## config.mk

```make
export PLATFORM = sky130hd
export DESIGN_NAME = cke_scheduler
export DESIGN_NICKNAME = d
export VERILOG_FILES = /design/src/rtl/cke_scheduler.sv
export SDC_FILE = /design/constraint.sdc
export NUM_CORES = 1
export LEC_CHECK = 0
export ABC_AREA = 1
export BUFFER_PORTS_ARGS = -buffer_cell sky130_fd_sc_hd__buf_4
export CAP_MARGIN = 30
export CORE_ASPECT_RATIO = 1.4
export CORE_MARGIN = 2
export CORE_UTILIZATION = 38
export CTS_CLUSTER_SIZE = 30
export DETAILED_ROUTE_END_ITERATION = 7
export SLEW_MARGIN = 15
export SYNTH_ARGS = -nofsm -noshare
export SYNTH_HDL_FRONTEND = slang
export SYNTH_SLANG_ARGS = --single-unit
```

## constraint.sdc

```tcl
create_clock -name clk -period 9.5 [get_ports clk]
set_clock_uncertainty 0.15 [all_clocks]
set_input_delay 0.475 -clock clk [delete_from_list [all_inputs] [get_ports clk]]
set_output_delay 0.475 -clock clk [all_outputs]
set_load 0.01 [all_outputs]
```

## src/rtl/cke_scheduler.sv

```systemverilog
// cke_scheduler: multi-channel clock-enable scheduler.
// A shared prescaler divides clk by DIV = CLK_HZ/BASE_HZ into base_tick.
// Each channel derives cke[i] from base_tick with its own period and mode.
// Config writes are shadowed and committed on the next base_tick, so a
// channel never sees a partial update and never glitches mid-period.
//
// Optional feature macro: CKESCHED_ONESHOT_EN
//   defined     -> mode 11 is one-shot (single pulse, then the channel turns off)
//   not defined -> mode 11 is stored as off
//
// Config FSM
//   state  | meaning
//   IDLE   | cfg_ready=1, waiting for a write
//   PEND   | shadow holds a write, committed on the next base_tick
module cke_scheduler #(
  parameter int CLK_HZ   = 50000000,
  parameter int BASE_HZ  = 1000000,
  parameter int CHANNELS = 4,
  parameter int PW       = 16
) (
  input  logic                                                 clk,
  input  logic                                                 rst,
  input  logic                                                 cfg_valid,
  output logic                                                 cfg_ready,
  input  logic [((CHANNELS > 1) ? $clog2(CHANNELS) : 1)-1:0]   cfg_ch,
  input  logic [PW-1:0]                                        cfg_period,
  input  logic [1:0]                                           cfg_mode,
  output logic                                                 base_tick,
  output logic [CHANNELS-1:0]                                  cke,
  output logic [CHANNELS-1:0]                                  busy
);

  localparam int CHW = (CHANNELS > 1) ? $clog2(CHANNELS) : 1;
  localparam int DIV = CLK_HZ / BASE_HZ;
  localparam int DW  = (DIV > 2) ? $clog2(DIV) : 1;

  localparam logic [0:0] S_IDLE = 1'b0;
  localparam logic [0:0] S_PEND = 1'b1;

  localparam logic [1:0] M_OFF    = 2'b00;
  localparam logic [1:0] M_PULSE  = 2'b01;
  localparam logic [1:0] M_SQUARE = 2'b10;
  localparam logic [1:0] M_ONE    = 2'b11;

  if (DIV < 2) begin : g_div_check
    $error("cke_scheduler: CLK_HZ/BASE_HZ must be >= 2");
  end

  logic [DW-1:0]  div_q;
  logic           base_tick_q;
  logic [0:0]     state_q;
  logic [CHW-1:0] sh_ch;
  logic [PW-1:0]  sh_period;
  logic [1:0]     sh_mode;
  logic           commit;

  // Prescaler: count 0..DIV-1, register a one-cycle tick on the wrap
  always_ff @(posedge clk or posedge rst) begin
    if (rst) begin
      div_q       <= '0;
      base_tick_q <= 1'b0;
    end else if (div_q == DW'(DIV - 1)) begin
      div_q       <= '0;
      base_tick_q <= 1'b1;
    end else begin
      div_q       <= div_q + 1'b1;
      base_tick_q <= 1'b0;
    end
  end

  assign base_tick = base_tick_q;

  // Config FSM: capture a write into the shadow, release on the next tick
  always_ff @(posedge clk or posedge rst) begin
    if (rst) begin
      state_q   <= S_IDLE;
      sh_ch     <= '0;
      sh_period <= '0;
      sh_mode   <= M_OFF;
    end else begin
      case (state_q)
        S_IDLE: begin
          if (cfg_valid) begin
            sh_ch     <= cfg_ch;
            sh_period <= cfg_period;
`ifdef CKESCHED_ONESHOT_EN
            sh_mode   <= cfg_mode;
`else
            sh_mode   <= (cfg_mode == M_ONE) ? M_OFF : cfg_mode;
`endif
            state_q   <= S_PEND;
          end
        end
        default: begin
          if (base_tick_q) state_q <= S_IDLE;
        end
      endcase
    end
  end

  assign cfg_ready = (state_q == S_IDLE);
  // A tick in the accept cycle is seen while still IDLE, so it never commits.
  assign commit    = (state_q == S_PEND) && base_tick_q;

  for (genvar i = 0; i < CHANNELS; i++) begin : g_ch
    logic [PW-1:0] cnt_q;
    logic [PW-1:0] per_q;
    logic [1:0]    mode_q;
    logic          sq_q;
    logic          hit;
    logic          active;
    logic          wrap;
    logic [PW-1:0] cnt_nxt;
    logic          cke_i;

    assign hit     = commit && (sh_ch == CHW'(i));
    assign active  = (mode_q != M_OFF) && (per_q != '0);
    assign wrap    = (cnt_q == per_q - 1'b1);
    assign cnt_nxt = wrap ? '0 : cnt_q + 1'b1;

    // Channel state: commit restarts the phase, otherwise advance on ticks
    always_ff @(posedge clk or posedge rst) begin
      if (rst) begin
        cnt_q  <= '0;
        per_q  <= '0;
        mode_q <= M_OFF;
        sq_q   <= 1'b0;
      end else if (hit) begin
        cnt_q  <= '0;
        per_q  <= sh_period;
        mode_q <= sh_mode;
        // cnt restarts at 0, which is inside the high half whenever period >= 2
        sq_q   <= (sh_mode == M_SQUARE) && ((sh_period >> 1) != '0);
      end else if (base_tick_q) begin
        if (active) begin
          cnt_q <= cnt_nxt;
          sq_q  <= (mode_q == M_SQUARE) && (cnt_nxt < (per_q >> 1));
`ifdef CKESCHED_ONESHOT_EN
          if ((mode_q == M_ONE) && wrap) mode_q <= M_OFF;
`endif
        end else begin
          cnt_q <= '0;
          sq_q  <= 1'b0;
        end
      end
    end

    // Output select; the committing channel is held low for its commit cycle
    always_comb begin
      cke_i = 1'b0;
      if (active && !hit) begin
        case (mode_q)
          M_PULSE:  cke_i = base_tick_q && wrap;
          M_SQUARE: cke_i = sq_q;
`ifdef CKESCHED_ONESHOT_EN
          M_ONE:    cke_i = base_tick_q && wrap;
`endif
          default:  cke_i = 1'b0;
        endcase
      end
    end

    assign cke[i]  = cke_i;
    assign busy[i] = active;
  end

endmodule

```

==> results of run 1 <==
-- worst min-delay path, delay by kind of cell --
kind	cells	cell delay [ps]
simple gates	2	80
buf+inv	1	80
-- cell type report --
| type | instances | area, um^2 |
|---|---|---|
| Clock buffer | 20 | 467 |
| Clock inverter | 11 | 171 |
| Fill cell | 3215 | 18100 |
| Inverter | 301 | 1130 |
| Multi-Input combinational cell | 1219 | 6710 |
| Sequential cell | 168 | 4210 |
| Tap cell | 395 | 494 |
| Timing Repair Buffer | 41 | 328 |
-- flip-flops by register name, indices dropped and copies added, names as in the netlist --
register / cells
g_ch.cnt_q: 64
g_ch.per_q: 64
sh_period: 16
g_ch.mode_q: 8
div_q: 6
g_ch.sq_q: 4
sh_ch: 2
sh_mode: 2
base_tick: 1
state_q: 1
-- cells in the mapped netlist, drive strengths merged (2+ instances only) --
cell	number	share of area, %
nor3b	4	0.29
a21o	2	0.12
nor3	33	1.5
nand4	26	1.5
clkbuf	31	0.95
nor4	6	0.31
dfrtp	168	34
ha	78	8.0
or2	5	0.26
inv	297	9.1
xor2	55	3.9
o22ai	54	2.8
xnor2	24	1.7
a21oi	27	1.2
nand3	122	5.3
clkinv	4	0.12
o2111ai	2	0.14
a211oi	5	0.31
nand2	475	15
o32ai	5	0.36
and3	3	0.15
buf	12	0.66
nand3b	5	0.31
nor2	167	6.3
o21a	2	0.12
o21ai	112	4.6
-- logic make-up (layout without fill, tap and decap cells) --
group	after synthesis	after routing	share of synthesized area (%)
and+or+nand+nor	846	846	30.8
buffers and inverters	344	373	10.9
AOI/OAI and AO/OA	215	215	10.0
DFF	168	168	34.4
xor gates and xnor gates	80	80	5.85
adders and majority gates	78	78	7.99
-- final timing paths --
check / slack, ps / end
max: 5830 / cke[2]
min: 60 / sh_period[14]
max reg2reg: 5980 / g_ch[1].sq_q
min reg2reg: 370 / g_ch[0].sq_q
max in group asynchronous: 7280 / g_ch[0].cnt_q[14]
min in group asynchronous: 430 / sh_period[4]
-- routing by layer --
metal	track usage, %	vias up	share of wire [%]
met1	24.4	5103	43
met3	2.60	78	3.1
met4	10.1	0	4.1
met5	0	-	0
li1	-	5541	-
met2	36.7	214	50
-- power groups by stage --
stage | registers, W | logic (W) | clock network, W
after detailed placement | 0.000729 | 0.0000262 | 0
after CTS | 0.000715 | 0.0000266 | 0.000785
after global placement | 0.000729 | 0.0000248 | 0
final | 0.000715 | 0.0000248 | 0.000768
after floorplan | 0.000729 | 0.0000105 | 0
after global routing | 0.000715 | 0.0000284 | 0.000806
-- metrics by stage --
stage	util [%]	hold WS, ps	power [W]	instance area, um^2
CTS	42.7	45.5	0.00153	13500
detailed placement	40.7	347	0.000755	12900
global route	42.7	61.8	0.00155	13500
finish	42.7	64.9	0.00151	13500
global placement	40.6	347	0.000753	12800
floorplan	-	334	0.000739	12200
==> summary.txt, run 1 <==
Status
  • Status: finished clean

STA
  • Final hold viol count: 0
  • Slew Viols, Final: 0
  • Slew margin rel.: 45.1%
  • RSZ-0062 raised after global routing: false
  • Setup ws final: 5830 ps
  • Fmax: 273 MHz
  • TNS Setup: 0 ps
  • Tcrit/Tclk final: 38.6%
  • Final setup vio count: 0
  • Final min period: 3670 ps
  • Worst-Margin Slew: 824 ps

Detailed routing
  • Routed wire length: 33200 um
  • Routed length per instance: 15.4 um
  • Via count: 10900
  • Post-DRT Antenna Nets: 0
  • Initial drt markers: a little over 700
  • DR vias/cell: 5.07
  • Drc violations: 0
  • Total iterations of the first detailed-routing run: 6

Critical path
  • FF-to-FF path depth: 20
  • Kind of critical path: register to output pin
  • CP bufs+invs: 2
  • Crit-path most repeated cell: nand2_1
  • Peak per-stage delay on the critical path: 390 ps
  • CP Launch Type: register
  • Stages on the worst setup path: 15
  • Crit. Startpoint: g_ch[2].per_q[0]
  • Worst EP arrival: 3040 ps
  • R2r startpoint: g_ch[1].per_q[1]
  • Req. time, crit path: ~8900 ps
  • CP max FO: 17
  • Setup crit end kind: output pin
  • Crit-path cells: inv_1 -> ha_1 -> nand2_1 -> nor2_4 -> nand3_1 -> nand2_1 -> nand2_1 -> nor2_1 -> nand2_1 -> nor2_1 -> nand2_2 -> o21ai_0 -> nand2_1 -> nor2_1 -> buf_4
  • CP delay by family, top: simple AND/OR/NAND/NOR gates
  • Slowest cell on the critical path: dfrtp_1

Logic synthesis
  • Synth async-reset ratio: 100%
  • Syn avg cell area: 7.06 um^2
  • Sequential element share of the synthesized area: between 30% and 40%
  • Warnings, synthesis: 0
  • Post-synthesis cell type count: 47
  • Post-synth EDFFs: 0
  • Number of synthesized register bits: 168
  • Post-Syn Area: approximately 0.012 mm^2
  • Ys flop type: dfrtp_1
  • Synthesized Nets: 1832
  • Cells after Synth: 1731

Place
  • Post-Place Setup Slack: 6000 ps
  • HPWL Detailed: 25300 um
  • Routability Congestion: 0.887
  • Cells after DPL: 2122
  • IO Port Bufs: 32

Power and ir drop
  • Cell area power density: 112 mW/mm^2
  • Internal Power: 0.00118 W
  • Peak VDD IR: 114 uV
  • Combinational share of power: 1.6%
  • Seq pwr share: 47.4%
  • Switch share: 21.6%
  • Clock Power Share: 50.9%
  • Static leakage power: between 7 and 8 nW
  • Sw Pwr: 0.000326 W

Global route
  • Grt ovf: 0
  • Wire length of the first global-routing pass: 55200 um
  • Vias in the first global route: 11000
  • Initial antenna violation count: 0
  • GRT Total Usage: 20.6%
  • Largest net degree at the start of global routing: 75

Die
  • Die footprint: 0.0336 mm^2
  • I/O Pins: 33
  • Initial Utilization: 38.7%
  • CORE AREA: 0.0316 mm^2
  • Row count: a little under 80
  • Die H: around 220 um
  • Die X: 156 um

Clock tree
  • Cts repair resizes: 0
  • Setup bufs post-CTS: 0
  • CTS max path bufs: 2
  • Clock Latency Late Sink: 450 ps
  • Clock Sinks: 168
  • CTS buffer count: 17
  • TritonCTS clock tree: built
  • Hold buffers post-CTS: 1
  • Number of H-tree levels: 4
  • Clock Tree Root: clkbuf_16
  • Worst-path clk slew: 70 ps

Finish
  • Layout cell share with drive strength beyond 1: 8.47%
  • Layout Nets: 1849
  • Ant diodes: 0
  • Commonest non-fill, non-tap cell in the layout: nand2_1
  • Commonest cells after routing, fill and taps aside: nand2_1 (457), inv_1 (290), dfrtp_1 (167)
  • Area growth syn-to-layout: 10.6%
  • Finished Layout Cells: 2155

Hold path
  • WHS Path Cells: 3
  • Hold Path Class: input pin to register
  • Worst hold path startpoint: cfg_period[14]

Flow run
  • Max-cap viol count: 0
No activity file was read; power rests on OpenSTA's default activity.
==> run 2: changes to the inputs <==
clock period = 3.5 ns   (was 9.5 ns; I/O delays follow)
==> run 2 against run 1 <==
  * Non-clock buffer count is 48 higher
  * Worst hold slack gained 180 ps
  * Total power rose to 2.7 times the previous value
  * Combinational power grew to 3.7 times the previous value
  * Critical endpoint is now g_ch[1].sq_q
  * Largest cell class unchanged
==> summary.txt, run 2 (synthesis gave the netlist of run 1 again) <==
Power and ir drop
  • Peak VDD IR: 307 uV
  • Cell area power density: 291 mW/mm^2
  • Static leakage power: 7.57 nW

Finish
  • Ant diodes: 0
  • Area growth syn-to-layout: 15.5%
  • Largest regs: g_ch.cnt_q x64, g_ch.per_q x64, sh_period x16
  • Layout Nets: 1897
  • Commonest cells after routing, fill and taps aside: nand2_1 (455), inv_1 (287), dfrtp_1 (166)
  • Post-layout util: 44.6%
  • FILL cells: 3169
  • Commonest non-fill, non-tap cell in the layout: nand2_1
  • Layout cell share with drive strength beyond 1: 11.5%

Clock tree
  • Number of H-tree levels: 4
  • CTS buffer count: 17
  • Clock Latency Late Sink: 450 ps
  • CTS max path bufs: 2
  • TritonCTS clock tree: built
  • Clock Sinks: between 150 and 200
  • Clock Tree Root: clkbuf_16
  • Worst-path clk slew: roughly 70 ps

Die
  • Row count: a little under 80
  • Die H: 216 um
  • Die footprint: 0.0336 mm^2
  • CORE AREA: roughly 0.032 mm^2
  • Die X: 156 um
  • I/O Pins: 33
  • Initial Utilization: 38.7%

Hold path
  • Hold Path Class: input pin to async pin

Place
  • IO Port Bufs: 32
  • Post-Place Setup Slack: 82.4 ps
  • Routability Congestion: 0.884
  • HPWL Detailed: between 20000 and 30000 um

STA
  • Slew margin rel.: 44.8%
  • Final min period: 3270 ps
  • Final setup vio count: 0
  • Slew Viols, Final: 0
  • Worst-Margin Slew: 822 ps
  • RSZ-0062 raised after global routing: true
  • Fmax: 306 MHz
  • Final hold viol count: 0
  • Tcrit/Tclk final: 93.5%
  • Setup ws final: roughly 230 ps

Detailed routing
  • Routed wire length: ~34000 um
  • Initial drt markers: 588
  • Via count: 11200
  • Routed length per instance: 15.3 um
  • Post-DRT Antenna Nets: 0
  • Drc violations: 0
  • DR vias/cell: just over 5
  • Total iterations of the first detailed-routing run: 7

Flow run
  • Max-cap viol count: 0

Global route
  • Wire length of the first global-routing pass: 55800 um
  • Initial antenna violation count: 0
  • Grt ovf: 0
  • Largest net degree at the start of global routing: 80
  • GRT Total Usage: 20.8%
  • Vias in the first global route: 11100

Critical path
  • CP max FO: 2
  • Worst EP arrival: around 3500 ps
  • FF-to-FF path depth: 20
  • Req. time, crit path: 3730 ps
  • Kind of critical path: register to register
  • CP Launch Type: register
  • Setup crit end kind: register

Status
  • Status: finished clean
==> run 2: changes by cell type in the layout (fill, tap and decap cells not counted), sizes merged <==
cell         before  now
buf              39   67
inv             297  298
clkbuf           21   17
clkinv            9   12
dlygate4sd3       1   22
==> run 2: power breakdown <==
| group | internal [W] | leakage (nW) | total, W | switching (W) |
|---|---|---|---|---|
| clock network | 0.00120 | 0.307 | 0.00207 | 0.000876 |
| logic | 0.0000388 | 4.98 | 0.0000925 | 0.0000536 |
| registers | 0.00194 | 2.29 | 0.00194 | 0 |
==> run 2: final cells by class <==
cell class	count	area [um^2]	area share [%]
Tap cell	395	494	3.50
Multi-Input combinational cell	1219	6860	48.6
Timing Repair Buffer	89	790	5.60
Sequential cell	168	4210	29.8
Inverter	301	1130	8.04
Clock inverter	15	200	1.42
Clock buffer	17	425	3.02
==> run 2: what timing repair did <==
action / in CTS / in global routing
endpoints found under the hold margin: 53 / 0
hold buffers: 22 / 0
setup buffers: 0 / 13
setup endpoints to repair: 0 / 6
gates resized for setup: 0 / 39
==> run 2: path summary, 6_finish.rpt <==
kind	startpoint	end	slack [ps]
max	g_ch[1].cnt_q[2]	g_ch[1].sq_q	230
min reg2reg	g_ch[3].sq_q	g_ch[3].sq_q	370
min in group clk	cfg_valid	state_q	250
max reg2reg	g_ch[1].cnt_q[2]	g_ch[1].sq_q	230
max in group asynchronous	rst	g_ch[3].cnt_q[1]	2450
min	rst	g_ch[1].cnt_q[13]	240
==> run 2: per-layer routing <==
| layer | track usage (%) | wire length [um] | vias up |
|---|---|---|---|
| li1 | - | - | 5639 |
| met1 | 25.0 | 14400 | 5272 |
| met2 | 37.6 | 17200 | 222 |
| met3 | 2.30 | 1010 | 62 |
| met4 | 8.81 | 1150 | 0 |
| met5 | 0 | 0 | - |
==> run 2: metrics by stage <==
| step | std cells | hold WS, ps | total power (W) | cell area (um^2) | setup TNS (ps) |
|---|---|---|---|---|---|
| 4_1_cts | 2190 | 252 | 0.00414 | 13800 | 0 |
| 3_5_place_dp | 2136 | 227 | 0.00205 | 13000 | 0 |
| 5_1_grt | 2204 | 259 | 0.00423 | 14100 | -122 |
| 2_1_floorplan | 1731 | 123 | 0.00201 | 12200 | 0 |
| 3_3_place_gp | 2136 | 222 | 0.00205 | 13000 | 0 |
| 6_report | 2204 | 241 | 0.00411 | 14100 | 0 |
==> run 2: worst max-delay path, stage by stage, from the launching register on <==
cell and delay, ps:
dfrtp_1 350, inv_1 70, nor4_2 300, nand3_1 160
nor3_2 220, nand3_1 130, nor2_1 120, inv_1 50
nor2_1 80, inv_1 70, nor2_2 90, xor2_1 160
nand2_1 90, inv_1 70, ha_1 230, a21o_1 190
a2111oi_4 290, o211ai_1 140, inv_1 80, nand2_1 60
a21oi_2 100
